[src/rtl/fifo_burst_reader_pkg.sv]
// Shared types and defaults for the sync_fifo read-side burst engine.
package fifo_burst_reader_pkg;
  localparam int DEF_DATA_W = 8;
  localparam int DEF_CNT_W  = 4;

  typedef enum logic [1:0] {
    ST_IDLE  = 2'd0,
    ST_BURST = 2'd1,
    ST_DONE  = 2'd2
  } state_e;
endpackage

[src/rtl/fifo_rd_skid.sv]
// Two-entry {last,data} output buffer with registered head; push and pop may
// coincide in one cycle.
module fifo_rd_skid
  import fifo_burst_reader_pkg::*;
#(
  parameter int DATA_W = DEF_DATA_W
) (
  input  logic              clk,
  input  logic              rst,
  input  logic              push_i,
  input  logic              push_last_i,
  input  logic [DATA_W-1:0] push_data_i,
  input  logic              pop_i,
  output logic [1:0]        occ_o,
  output logic [DATA_W-1:0] head_data_o,
  output logic              head_last_o
);
  logic [1:0]      occ_q, occ_d;
  logic [DATA_W:0] head_q, head_d, tail_q, tail_d;
  logic [DATA_W:0] entry_in;
  logic            pop_ok;

  assign entry_in = {push_last_i, push_data_i};
  assign pop_ok   = pop_i && (occ_q != 2'd0);

  always_comb begin
    occ_d  = occ_q;
    head_d = head_q;
    tail_d = tail_q;
    case ({push_i, pop_ok})
      2'b10: begin
        if (occ_q == 2'd0) head_d = entry_in;
        else               tail_d = entry_in;
        occ_d = occ_q + 2'd1;
      end
      2'b01: begin
        head_d = tail_q;
        occ_d  = occ_q - 2'd1;
      end
      2'b11: begin
        // Simultaneous push/pop: the new entry lands behind whatever remains.
        if (occ_q == 2'd1) head_d = entry_in;
        else begin
          head_d = tail_q;
          tail_d = entry_in;
        end
      end
      default: ;
    endcase
  end

  always_ff @(posedge clk or negedge rst) begin
    if (!rst) begin
      occ_q  <= 2'd0;
      head_q <= '0;
      tail_q <= '0;
    end else begin
      occ_q  <= occ_d;
      head_q <= head_d;
      tail_q <= tail_d;
    end
  end

  assign occ_o       = occ_q;
  assign head_data_o = head_q[DATA_W-1:0];
  assign head_last_o = head_q[DATA_W];
endmodule

[src/rtl/fifo_burst_reader.sv]
// Pops sync_fifo entries and frames them as valid/ready bursts with m_last,
// triggered by a full burst queued or a partial queue timing out.
module fifo_burst_reader
  import fifo_burst_reader_pkg::*;
#(
  parameter int DATA_W    = DEF_DATA_W,
  parameter int CNT_W     = DEF_CNT_W,
  parameter int BURST_LEN = 4,
  parameter int TIMEOUT   = 16
) (
  input  logic              clk,
  input  logic              rst,
  input  logic              fifo_empty,
  input  logic [CNT_W-1:0]  fifo_cnt,
  input  logic [DATA_W-1:0] fifo_dout,
  output logic              fifo_rd,
  output logic              m_valid,
  input  logic              m_ready,
  output logic [DATA_W-1:0] m_data,
  output logic              m_last,
  output logic              busy
);
  localparam int TMR_W = $clog2(TIMEOUT + 1);
  localparam logic [CNT_W-1:0] BLEN = CNT_W'(BURST_LEN);
  localparam logic [TMR_W-1:0] TMO  = TMR_W'(TIMEOUT);

  state_e           state_q, state_d;
  logic [TMR_W-1:0] timer_q, timer_d;
  logic [CNT_W-1:0] len_q, len_d;
  logic [CNT_W-1:0] issued_q, issued_d;
  logic [CNT_W-1:0] sent_q, sent_d;
  logic             inflight_q;
  logic [1:0]       occ, occ_adj;
  logic             beat_acc, cap_last;

  assign m_valid  = (occ != 2'd0);
  assign beat_acc = m_valid && m_ready;
  // Buffer room as seen next cycle: the beat leaving now frees a slot, the
  // pop already in flight will take one.
  assign occ_adj  = occ - {1'b0, beat_acc} + {1'b0, inflight_q};
  // Only one pop can be in flight, so the captured beat's index is issued-1.
  assign cap_last = (issued_q == len_q);
  assign busy     = (state_q != ST_IDLE);

  always_comb begin
    state_d  = state_q;
    timer_d  = timer_q;
    len_d    = len_q;
    issued_d = issued_q;
    sent_d   = sent_q;
    fifo_rd  = 1'b0;
    case (state_q)
      ST_IDLE: begin
        if (fifo_empty)          timer_d = '0;
        else if (timer_q != TMO) timer_d = timer_q + TMR_W'(1);
        if (!fifo_empty && ((fifo_cnt >= BLEN) || (timer_q == TMO))) begin
          state_d  = ST_BURST;
          len_d    = (fifo_cnt >= BLEN) ? BLEN : fifo_cnt;
          timer_d  = '0;
          issued_d = '0;
          sent_d   = '0;
        end
      end
      ST_BURST: begin
        fifo_rd = !fifo_empty && (issued_q < len_q) && (occ_adj < 2'd2);
        if (fifo_rd) issued_d = issued_q + CNT_W'(1);
        if (beat_acc) begin
          sent_d = sent_q + CNT_W'(1);
          if (sent_q == len_q - CNT_W'(1)) state_d = ST_DONE;
        end
      end
      ST_DONE: state_d = ST_IDLE;
      default: state_d = ST_IDLE;
    endcase
  end

  always_ff @(posedge clk or negedge rst) begin
    if (!rst) begin
      state_q    <= ST_IDLE;
      timer_q    <= '0;
      len_q      <= '0;
      issued_q   <= '0;
      sent_q     <= '0;
      inflight_q <= 1'b0;
    end else begin
      state_q    <= state_d;
      timer_q    <= timer_d;
      len_q      <= len_d;
      issued_q   <= issued_d;
      sent_q     <= sent_d;
      inflight_q <= fifo_rd;
    end
  end

  fifo_rd_skid #(.DATA_W(DATA_W)) u_skid (
    .clk         (clk),
    .rst         (rst),
    .push_i      (inflight_q),
    .push_last_i (cap_last),
    .push_data_i (fifo_dout),
    .pop_i       (beat_acc),
    .occ_o       (occ),
    .head_data_o (m_data),
    .head_last_o (m_last)
  );
endmodule

[config.mk]
export PLATFORM = sky130hd
export DESIGN_NAME = fifo_burst_reader
export DESIGN_NICKNAME = d
export VERILOG_FILES = /design/src/rtl/fifo_burst_reader_pkg.sv /design/src/rtl/fifo_rd_skid.sv /design/src/rtl/fifo_burst_reader.sv
export SDC_FILE = /design/constraint.sdc
export NUM_CORES = 1
export LEC_CHECK = 0
export ABC_CLOCK_PERIOD_IN_PS = 5690
export BUFFER_PORTS_ARGS = -buffer_cell sky130_fd_sc_hd__buf_2
export CORE_MARGIN = 3
export CORE_UTILIZATION = 35
export CTS_CLUSTER_SIZE = 30
export DETAILED_ROUTE_END_ITERATION = 8
export SLEW_MARGIN = 10
export SYNTH_ARGS = -nofsm -noshare
export SYNTH_HDL_FRONTEND = slang
export SYNTH_SLANG_ARGS = --single-unit
[constraint.sdc]
create_clock -name clk -period 5.69 [get_ports clk]
set_clock_uncertainty 0.2 [all_clocks]
set_input_delay 0.8535 -clock clk [delete_from_list [all_inputs] [get_ports clk]]
set_output_delay 0.8535 -clock clk [all_outputs]
set_load 0.005 [all_outputs]
Word level (Yosys, flattened, before mapping)
Cells that the tools add are included.
- register bits after elaboration: 40
- input bits: 16
- output and inout port bits: 12
- word-level logic and storage cells: 80
- add/sub/neg operators: 8
- $lt $le $gt $ge: 3
- equal/unequal tests: 16
- mux-type cells: 21
- reductions and logical operators: 23
- operators with widths (kind ; count):
    $mux 9 ; 4
    $pmux 9 s3 ; 1
    $pmux 9 s2 ; 1
    $mux 4 ; 4
    $pmux 4 s2 ; 2
    $mux 5 ; 3
    $ne 2x2->1 const B ; 6
    $reduce_and 3->1 ; 4
    $reduce_bool 2->1 ; 5
    $add 4x1->4 const B ; 2
    $eq 4x4->1 ; 2
    $pmux 2 s2 ; 2
    $eq 2x1->1 const B ; 3
    $mux 2 ; 3
    $reduce_and 2->1 ; 3
    $reduce_bool 3->1 ; 2
    $add 5x1->5 const B ; 1
    $eq 5x5->1 const B ; 1
    $logic_and 1x1->1 ; 5
    $ne 5x5->1 const B ; 1
    $eq 2x2->1 const B ; 2
    $ge 4x3->1 const B ; 1
    $logic_not 2->1 ; 2
    $lt 4x4->1 ; 1
    10 further kinds ; 10

Logic depth before layout (Yosys ltp)
Gate-level depths: netlist of run 1.
- word-level depth: 8
- depth in mapped cells: 9
- depth with buffers taken out: 9

Cells and area by module
A second synthesis of run 1 with hierarchy kept.
- cells, all modules: 220
- area total of the unflattened synthesis: 2277.2 um^2
- modules (own cells, without submodules) (module ; times used ; cells each ; area an instance (um^2) ; seq. area each (um^2)):
    fifo_burst_reader ; 1 ; 125 ; 1219.9 ; 500.5
    fifo_rd_skid ; 1 ; 95 ; 1057.3 ; 500.5

Worst setup path after synthesis of run 1
OpenSTA, ideal clock, no wires.
- path type: input -> output
- start: input m_ready
- end: output fifo_rd
- arrival: 1727 ps
- data required time: 4637 ps
- setup slack: 2909 ps
- stages on the path: 5
- cells stage by stage: nor2b_1 -> ha_1 -> nor2b_1 -> xnor2_1 -> nor3_4
- cells in the longest elaborated chain, start to end: 6
- ends and longest elaborated chain (element ; line ; source):
    from (decl) ; fifo_burst_reader.sv:18 ; input logic m_ready,
    $logic_and 1x1->1 ; fifo_burst_reader.sv:37 ; assign beat_acc = m_valid && m_ready;
    $sub 2x1->2 ; fifo_burst_reader.sv:40 ; assign occ_adj = occ - {1'b0, beat_acc} + {1'b0, inflight_q};
    $add 2x1->2 ; fifo_burst_reader.sv:40 ;
    $lt 2x2->1 ; fifo_burst_reader.sv:65 ; fifo_rd = !fifo_empty && (issued_q < len_q) && (occ_adj < 2'd2);
    $logic_and 1x1->1 ; fifo_burst_reader.sv:65 ;
    $mux 1 ; fifo_burst_reader.sv:52 ; case (state_q)
    to (decl) ; fifo_burst_reader.sv:16 ; output logic fifo_rd,
Every way passes these cells.

Final worst setup path of run 1
- start: register u_skid.occ_q[0] (netlist: u_skid.occ_o[0])
- end: output fifo_rd
- cells in the longest elaborated chain, start to end: 7
- ends and longest elaborated chain (element ; line ; source):
    from (decl) ; fifo_rd_skid.sv:18 ; logic [1:0] occ_q, occ_d;
    from (signal assigned) ; fifo_rd_skid.sv:54 ; occ_q <= 2'd0;
    from (signal assigned) ; fifo_rd_skid.sv:58 ; occ_q <= occ_d;
    $reduce_bool 2->1 ; fifo_burst_reader.sv:36 ; assign m_valid = (occ != 2'd0);
    $logic_and 1x1->1 ; fifo_burst_reader.sv:37 ;
    $sub 2x1->2 * ; fifo_burst_reader.sv:40 ;
    $add 2x1->2 * ; fifo_burst_reader.sv:40 ;
    $lt 2x2->1 * ; fifo_burst_reader.sv:65 ;
    $logic_and 1x1->1 * ; fifo_burst_reader.sv:65 ;
    $mux 1 * ; fifo_burst_reader.sv:52 ;
Mark *: on every way between the ends. The rest lies on a longest branch, timed or not.

==> results of run 1 <==
## critical path, cell delays in order (launching register included)
cell and delay, ns:
dfrtp_1 0.39, inv_1 0.08, ha_1 0.25, nor2b_1 0.13, ha_1 0.23, nor2b_1 0.14
xnor2_1 0.17, nor3_4 0.23, buf_2 0.16
## final timing paths
check / from / end / depth (start not counted)
max reg2reg: u_skid.occ_o[0] / u_skid.head_q[1] / 8
min in group asynchronous: rst / u_skid.head_q[7] / 1
min reg2reg: u_skid.head_q[3] / u_skid.head_q[3] / 2
min: u_skid.head_q[3] / u_skid.head_q[3] / 2
max: u_skid.occ_o[0] / fifo_rd / 8
max in group asynchronous: rst / timer_q[3] / 1
## final cells by class
| type | count | area, um^2 | area share, % |
|---|---|---|---|
| tap | 72 | 90.1 | 3.70 |
| multi-input combinational | 146 | 1050 | 43.2 |
| timing repair buffer | 27 | 135 | 5.54 |
| clock inverter | 1 | 7.51 | 0.308 |
| clock buffer | 7 | 86.3 | 3.54 |
| sequential | 40 | 1000 | 41.1 |
| inverter | 17 | 63.8 | 2.62 |
## layer usage
metal  up-vias  track usage [%]
met2        37             19.9
met4         0             2.63
met1       726             16.8
li1        784                -
met3         5             3.36
met5         -                0
## cells by family (layout without fill, tap and decap cells)
family | after synthesis | count (layout) | share of synthesized area, %
AOI/OAI and AO/OA | 41 | 41 | 12.5
xor gates and xnor gates | 10 | 10 | 4.75
adders and majority gates | 15 | 15 | 8.79
buffers and inverters | 21 | 52 | 3.75
DFF | 40 | 40 | 46.9
muxes | 14 | 14 | 7.03
and+or+nand+nor | 66 | 66 | 16.3
## report_power, final
group	internal [mW]	leakage, nW	switching [mW]
registers	0.395	0.510	0.0843
logic	0.244	0.604	0.274
clock network	0.0986	0.0445	0.0969
## state kept, by name, indices dropped and copies added (netlist names)
signal	count
len_q	4
sent_q	4
timer_q	5
state_q	2
u_skid.head_q	9
u_skid.tail_q	9
u_skid.occ_o	2
issued_q	4
inflight_q	1
## cells in the final DEF (no fill, tap or decap), types with 2 or more instances in the layout
master,instances
dfrtp_1,40
nand2_1,30
buf_2,27
inv_1,17
o21ai_0,16
ha_1,15
mux2_2,8
a22oi_1,8
nor2b_1,6
xnor2_1,6
mux2i_1,6
clkbuf_8,6
nor3_1,5
nand3_1,5
nand2b_1,4
o21ai_1,4
nor2_1,3
xor2_1,3
a21oi_1,3
or2_1,2
a211o_1,2
nor4_2,2
nand4_1,2
## through the flow
stage	utilization, %	area (um^2)
finish	42.7	2440
detailed placement	41.0	2340
floorplan	-	2130
CTS	42.7	2440
global route	42.7	2440
global placement	41.0	2340
==> out/results.ini, run 1 <==
[status]
status = complete, no violations

[synthesis]
synth.avg_cell_area_um2 = 10.3
async_flop_share_pct = 100
ys_top_cells_by_count = 40 x dfrtp_1, 30 x nand2_1, 17 x inv_1, 16 x o21ai_0, 15 x ha_1
synth_top_cell_by_area = dfrtp_1
synth_area_leaders = dfrtp_1 47%, ha_1 8.8%, nand2_1 5.3%, mux2_2 4.2%, o21ai_0 3.8%
netlist.area_leader.share_pct = 46.9
synthesis.nets = 238
ys_seq_area_share_pct = 46.9
yosys_warnings = 0
syn_inst = 207
synthDistinctLibCells = 39
synth_area_mm2 = 0.00213
synth_edf_count = 0
synth_ff_type = dfrtp_1
ys_ff_latch = 40
synthMostInstantiatedCell = dfrtp_1

[timing]
fin_setup_tns_ns = 0
relSlewSlack_pct = 24.6
tightest_slew_ns = 1.13
fmax_mhz = 320
rsz0062_at_grt = false
fin_crit_ns = 3.12
hold_slack_ns = 0.277
fin_crit_sh_pct = 54.9
maxSlewViolCount = 0
setup_viol = 0
hold_viol_final = 0
finalWorstSetupSlack_ns = 2.57

[critical_path]
r2r_slack_ns = 3.20
worst_setup_path_start_kind = register
path_max_fanout = 5
critPathKind = reg -> out
cp.arrival_ns = 2.07
required_ns = 4.64
critPathCaptureType = output pin

[floorplanning]
die_x_um = 84.1
design.core.area_mm2 = 0.00571
num_io_pins = 28
initial_core_util_pct = 37.4
die_area_mm2 = 0.00707
fp-row-count = 27
die_h_um = 84.1

[final_layout]
syn_to_final_growth_pct = 14.2
final_cells = 310
drive_gt1_share_pct = 19.7
antenna_cells = 0
nets = 268
fillerInstances = 574

[clock_tree]
cts_tree = done
cts_buffer_depth = 2
postCtsResizedCells = 0
clkSinkCount = 40
numCtsBuffers = 5
cts-root-buf = clkbuf_8
path_clk_slew_ns = 0.08
insertion_delay_ns = 0.28
cts_setup_buffers = 0
htree_num_levels = 2
cts_hold_buf = 0

[global_route]
grt_first_pass_wirelength_mm = 7.29
grt_antenna_before_repair = 0
grt_max_degree = 41
grt.total_usage_pct = 12.4
grt_pass1_vias = 1536
overflow = 0

[route]
vias = 1552
drt-initial-drc-count = 65
met3WireLength_um = 212
wirelength_met1_mm = 1.99
final_antenna_net_count = 0
drt-vias-per-instance = 5.01
wire_per_inst_um = 12.9
dr.pass1.iters = 4
wl_mm = 4.00
met2_length_mm = 1.76
drc = 0
highest_layer = met4

[place]
placed_cells = 302
gp_congestion = 0.797
preCtsSetupSlack_ns = 2.59
io_buffers = 27
hpwl_mm = 3.02

[pwr]
ir_drop_v = 0.000174
total_power_mw = 1.19
cellPowerDensity_mw_per_mm2 = 490
p_leak_nw = 1.16

[flow_run]
cap_viol_max_count = 0

[min_path]
hp-class = reg -> reg

No activity file was read; power rests on OpenSTA's default activity.
==> run 2: changes to the inputs <==
--- a/config.mk
+++ b/config.mk
@@ -5,7 +5,8 @@
 export SDC_FILE = /design/constraint.sdc
 export NUM_CORES = 1
 export LEC_CHECK = 0
-export ABC_CLOCK_PERIOD_IN_PS = 5690
+export ABC_AREA = 1
+export ABC_CLOCK_PERIOD_IN_PS = 2600
 export BUFFER_PORTS_ARGS = -buffer_cell sky130_fd_sc_hd__buf_2
 export CORE_MARGIN = 3
 export CORE_UTILIZATION = 35
==> constraint.sdc (replaced) <==
create_clock -name clk -period 2.6 [get_ports clk]
set_clock_uncertainty 0.2 [all_clocks]
set_input_delay 0.39 -clock clk [delete_from_list [all_inputs] [get_ports clk]]
set_output_delay 0.39 -clock clk [all_outputs]
set_load 0.005 [all_outputs]
==> out/results.ini, run 2 <==
[final_layout]
nets = 361
antenna_cells = 0
design_area_mm2 = 0.00274
largest_registers = u_skid.head_q x9, u_skid.tail_q x9, timer_q x5
drive_gt1_share_pct = 23.9
layout_common_cells = 84 x nand2_1, 40 x dfrtp_1, 38 x inv_1
mostFrequentLayoutCell = nand2_1
syn_to_final_growth_pct = 19.8

[pwr]
p_leak_nw = 1.48
ir_drop_v = 0.000473
cellPowerDensity_mw_per_mm2 = 1160
power_switching_mw = 1.29
total_power_mw = 3.16
p_int_mw = 1.87
p_sw_share_pct = 40.8
clkPwrFrac_pct = 17.5
p_comb_share_pct = 48.7
seqPwrFrac_pct = 33.7

[critical_path]
cpPeakStageDelay_ns = 0.40
crit_chain = inv_2, ha_4, inv_2, nand2_4, inv_2, ha_1, inv_1, nand2_1, nand2_1, nor2_1, nor2_2, nand2_4, inv_2, buf_2
required_ns = 2.01
critPathMostFrequentCell = inv_2
cp.arrival_ns = 1.89
critPathKind = reg -> out
worst_setup_path_start_kind = register
cp_slowest_cell = dfrtp_1
path_max_fanout = 4
critPathCaptureType = output pin

[timing]
setup_viol = 0
relSlewSlack_pct = 67.6
fin_crit_ns = 2.48
fin_crit_sh_pct = 95.5
hold_viol_final = 0
maxSlewViolCount = 0
fmax_mhz = 403
tightest_slew_ns = 0.486

[route]
drt-vias-per-instance = 4.64
drt-initial-drc-count = 48
wire_per_inst_um = 11.9
wl_mm = 4.85
vias = 1885
drc = 0
dr.pass1.iters = 6
final_antenna_net_count = 0

[global_route]
grt_max_degree = 22
grt_antenna_before_repair = 0
grt.total_usage_pct = 14.2
grt_pass1_vias = 1789
overflow = 0
grt_first_pass_wirelength_mm = 8.30

[place]
hpwl_mm = 3.52
post_dp_cell_area_mm2 = 0.00251
gp_congestion = 0.798
io_buffers = 27

[floorplanning]
die_area_mm2 = 0.00753
design.core.area_mm2 = 0.00613
fp-row-count = 28
num_io_pins = 28
initial_core_util_pct = 37.2
die_x_um = 86.8
die_h_um = 86.8

[clock_tree]
numCtsBuffers = 5
cts_buffer_depth = 2
cts-root-buf = clkbuf_8
htree_num_levels = 2
clkSinkCount = 40
insertion_delay_ns = 0.29
path_clk_slew_ns = 0.08
cts_tree = done

[synthesis]
synth.avg_cell_area_um2 = 7.98
synthMostInstantiatedCell = nand2_1
synth_ff_type = dfrtp_1
ys_ff_latch = 40
yosys_warnings = 0
synthDistinctLibCells = 28
ys_top_cells_by_count = 84 x nand2_1, 40 x dfrtp_1, 39 x inv_1, 26 x nand3_1, 15 x ha_1
synth_area_mm2 = 0.00228
async_flop_share_pct = 100
synth_top_cell_by_area = dfrtp_1
ys_seq_area_share_pct = 43.8
synth_edf_count = 0
syn_inst = 286
synth_area_leaders = dfrtp_1 44%, nand2_1 14%, ha_1 8.2%, inv_1 6.4%, nand3_1 5.7%
synthesis.nets = 317
netlist.area_leader.share_pct = 43.8

[flow_run]
cap_viol_max_count = 0

[min_path]
hp-class = in -> reg

[status]
status = complete, no violations

[run 2: cell types whose count changed in the layout (fill, tap and decap cells not counted), sizes merged, moves of 3 or more]
| cell | previous run | this run |
|---|---|---|
| nand3 | 5 | 27 |
| buf | 27 | 39 |
| nor4 | 3 | 0 |
| inv | 17 | 50 |
| o22ai | 1 | 9 |
| nor3 | 6 | 0 |
| nand2b | 4 | 0 |
| nand2 | 30 | 89 |
| nor2 | 3 | 18 |
| mux2i | 6 | 0 |
| mux2 | 8 | 0 |
| a22oi | 8 | 0 |
| nor2b | 6 | 0 |
[run 2: power by group through the flow]
stage / logic, mW / clock network [mW] / registers, mW
detailed placement: 1.40 / 0 / 1.07
global route: 1.79 / 0.604 / 1.10
floorplan: 1.06 / 0 / 1.04
global placement: 1.36 / 0 / 1.07
finish: 1.54 / 0.555 / 1.07
CTS: 1.46 / 0.575 / 1.06
[run 2: final timing paths]
path | from | end | slack [ns] | depth (start not counted)
hold reg to reg | u_skid.tail_q[4] | u_skid.tail_q[4] | 0.30 | 2
min in group asynchronous | rst | u_skid.head_q[3] | 0.39 | 2
setup reg to reg | u_skid.occ_o[1] | u_skid.head_q[2] | 0.32 | 13
hold / removal | fifo_dout[4] | u_skid.tail_q[4] | 0.15 | 3
setup / recovery | u_skid.occ_o[1] | fifo_rd | 0.12 | 14
max in group asynchronous | rst | issued_q[3] | 1.26 | 3
[run 2: what timing repair did]
item                                    in CTS  in global routing
endpoints found under the hold margin       19                  0
endpoints found under the setup margin       1                  1
gates resized for setup                      4                  2
buffers inserted                             2                  6
hold buffers                                 1                  0
pin swaps                                    0                  6
[run 2: cells by family after synthesis]
group | share of synthesized area [%]
DFF | 43.8
xor gates and xnor gates | 2.68
and+or+nand+nor | 27.0
adders and majority gates | 8.22
AOI/OAI and AO/OA | 8.82
buffers and inverters | 9.42
[run 2: stage by stage]
stage          setup TNS, ns  hold slack (ns)  worst slack, ns  utilization [%]  std cells
6_report                   0            0.149            0.117             44.6        406
5_1_grt             -0.00261            0.149         -0.00261             44.6        406
4_1_cts                    0            0.138          0.00696             43.8        400
3_5_place_dp               0            0.186            0.200             41.0        389
3_3_place_gp               0            0.185            0.249             41.0        389
2_1_floorplan              0           -0.106            0.223                -        286
[run 2: final cells by class]
cell class                 instances  area (um^2)
clock buffer                       7         96.3
clock inverter                     1         30.0
fill                             613         3390
inverter                          50          188
multi-input combinational        193         1090
sequential                        40         1000
tap                               75         93.8
timing repair buffer              40          235
[run 2: critical path: cells and delay by family, from the launching register on]
| family | cells | cell delay [ns] |
|---|---|---|
| adders and majority gates | 2 | 0.35 |
| DFF | 1 | 0.40 |
| and+or+nand+nor | 6 | 0.40 |
| buffers and inverters | 6 | 0.44 |
[run 2: routing by layer]
layer	track usage (%)	part of all wire [%]
met1	19.4	49
met5	0	0
met4	4.67	1.2
met2	22.3	46
met3	3.14	3.2
==> run 3: changes to the inputs <==
--- a/config.mk
+++ b/config.mk
@@ -8,7 +8,7 @@
 export ABC_AREA = 1
 export ABC_CLOCK_PERIOD_IN_PS = 2600
 export BUFFER_PORTS_ARGS = -buffer_cell sky130_fd_sc_hd__buf_2
-export CORE_MARGIN = 3
+export CORE_MARGIN = 2
 export CORE_UTILIZATION = 35
 export CTS_CLUSTER_SIZE = 30
 export DETAILED_ROUTE_END_ITERATION = 8
==> out/results.ini, run 3 (synthesis results as in run 2) <==
[status]
status = complete, no violations

[critical_path]
critPathKind = reg -> out
cp.arrival_ns = 1.88
critPathMostFrequentCell = inv_2
required_ns = 2.01
crit_chain = inv_2, ha_4, inv_2, nand2_4, inv_2, ha_2, nor2_2, nand3_1, nand2_1, inv_2, nand2_2, inv_2, buf_2
path_max_fanout = 5
cpPeakStageDelay_ns = 0.40
cp_slowest_cell = dfrtp_1
critPathCaptureType = output pin
crit_start = u_skid.occ_o[0]
worst_setup_path_start_kind = register
reg2reg_from = u_skid.occ_o[0]

[final_layout]
final_util_pct = 42.5
syn_to_final_growth_pct = 17.4
mostFrequentLayoutCell = nand2_1
drive_gt1_share_pct = 23.2
multi_input_area_mm2 = 0.00109
register_area_mm2 = 0.00100
fillerInstances = 632
design_area_mm2 = 0.00268
antenna_cells = 0
layout_common_cells = 84 x nand2_1, 40 x dfrtp_1, 37 x inv_1
nets = 358
largest_registers = u_skid.head_q x9, u_skid.tail_q x9, timer_q x5

[place]
post_dp_cell_area_mm2 = 0.00252
io_buffers = 27
hpwl_mm = 3.49
gp_congestion = 0.764

[timing]
hold_slack_ns = 0.158
fin_crit_sh_pct = 95.2
fmax_mhz = 404
maxSlewViolCount = 0
rsz0062_at_grt = false
fin_setup_tns_ns = 0
setup_viol = 0
hold_viol_final = 0
relSlewSlack_pct = 49.9
tightest_slew_ns = 0.749
fin_crit_ns = 2.47

[pwr]
p_leak_nw = 1.45
ir_drop_v = 0.000428
cellPowerDensity_mw_per_mm2 = 1110
total_power_mw = 2.99

[route]
final_antenna_net_count = 0
wire_per_inst_um = 11.6
wl_mm = 4.70
drc = 0
drt-initial-drc-count = 75
drt-vias-per-instance = 4.57
dr.pass1.iters = 4
vias = 1847

[global_route]
grt.total_usage_pct = 14.1
grt_pass1_vias = 1796
grt_max_degree = 19
grt_antenna_before_repair = 0
grt_first_pass_wirelength_mm = 8.00
overflow = 0

[clock_tree]
cts_tree = done
numCtsBuffers = 5
path_clk_slew_ns = 0.07
insertion_delay_ns = 0.28
htree_num_levels = 2
cts_buffer_depth = 2
cts-root-buf = clkbuf_8
clkSinkCount = 40

[flow_run]
cap_viol_max_count = 0

[floorplanning]
die_x_um = 84.8
design.core.area_mm2 = 0.00631
num_io_pins = 28
fp-row-count = 29
die_h_um = 84.8
die_area_mm2 = 0.00719
initial_core_util_pct = 36.2

[min_path]
min-delay-start = fifo_dout[4]
hp-class = in -> reg

-- run 3: changes by cell type in the layout (fill, tap and decap cells not counted) --
cell       delta
ha_1          -1
nor2_1        +1
inv_2         +1
nor2_2        -1
inv_1         -1
bufinv_16     -1
buf_4         -3
nand2_2       +1
nand2_4       -1
ha_2          +1
-- run 3: path summary, 6_finish.rpt --
check	slack [ns]	cells past startpoint	endpoint
setup / recovery	0.13	13	fifo_rd
hold / removal	0.16	3	u_skid.tail_q[4]
setup reg to reg	0.38	9	u_skid.tail_q[7]
hold reg to reg	0.30	2	u_skid.head_q[8]
max in group asynchronous	1.34	3	issued_q[2]
min in group asynchronous	0.32	2	timer_q[2]
-- run 3: timing repair --
item / 4_1_cts / 5_1_grt
setup endpoints to repair: 1 / 1
setup buffers: 2 / 3
resized for setup: 3 / 3
pin swaps: 0 / 2
hold endpoints to repair: 11 / 0
hold buffers: 1 / 0
-- run 3: through the flow --
step	worst slack [ns]	cells
finish	0.125	404
floorplan	0.223	286
detailed placement	0.210	391
global route	0.0108	404
CTS	0.00259	401
global placement	0.251	391
-- run 3: area by class of cell --
type,count,share of cell area (%)
well taps,77,3.59
inverters,50,7.00
multi-input cells,193,40.6
repair buffers,37,7.93
flip-flops and latches,40,37.3
clock buffers,7,3.59
-- run 3: power by group --
group	switching, mW	total [mW]	internal, mW
Sequential	0.194	1.07	0.874
Clock	0.208	0.444	0.236
Combinational	0.851	1.48	0.625
-- run 3: metal layers --
metal,wire (um),vias to the layer above,track usage [%],part of all wire [%]
met5,0,-,0,0
met2,2090,20,22.0,44
met3,139,5,3.34,3.0
met1,2420,841,19.2,51
met4,56,0,4.76,1.2
li1,-,981,-,-
-- run 3: worst max-delay path, delay by kind of cell, from the launching register on --
kind / cells / cell delay, ns
AND/OR/NAND/NOR: 5 / 0.41
flip-flops: 1 / 0.40
adder cells (fa/ha/maj): 2 / 0.40
buffers and inverters: 6 / 0.39
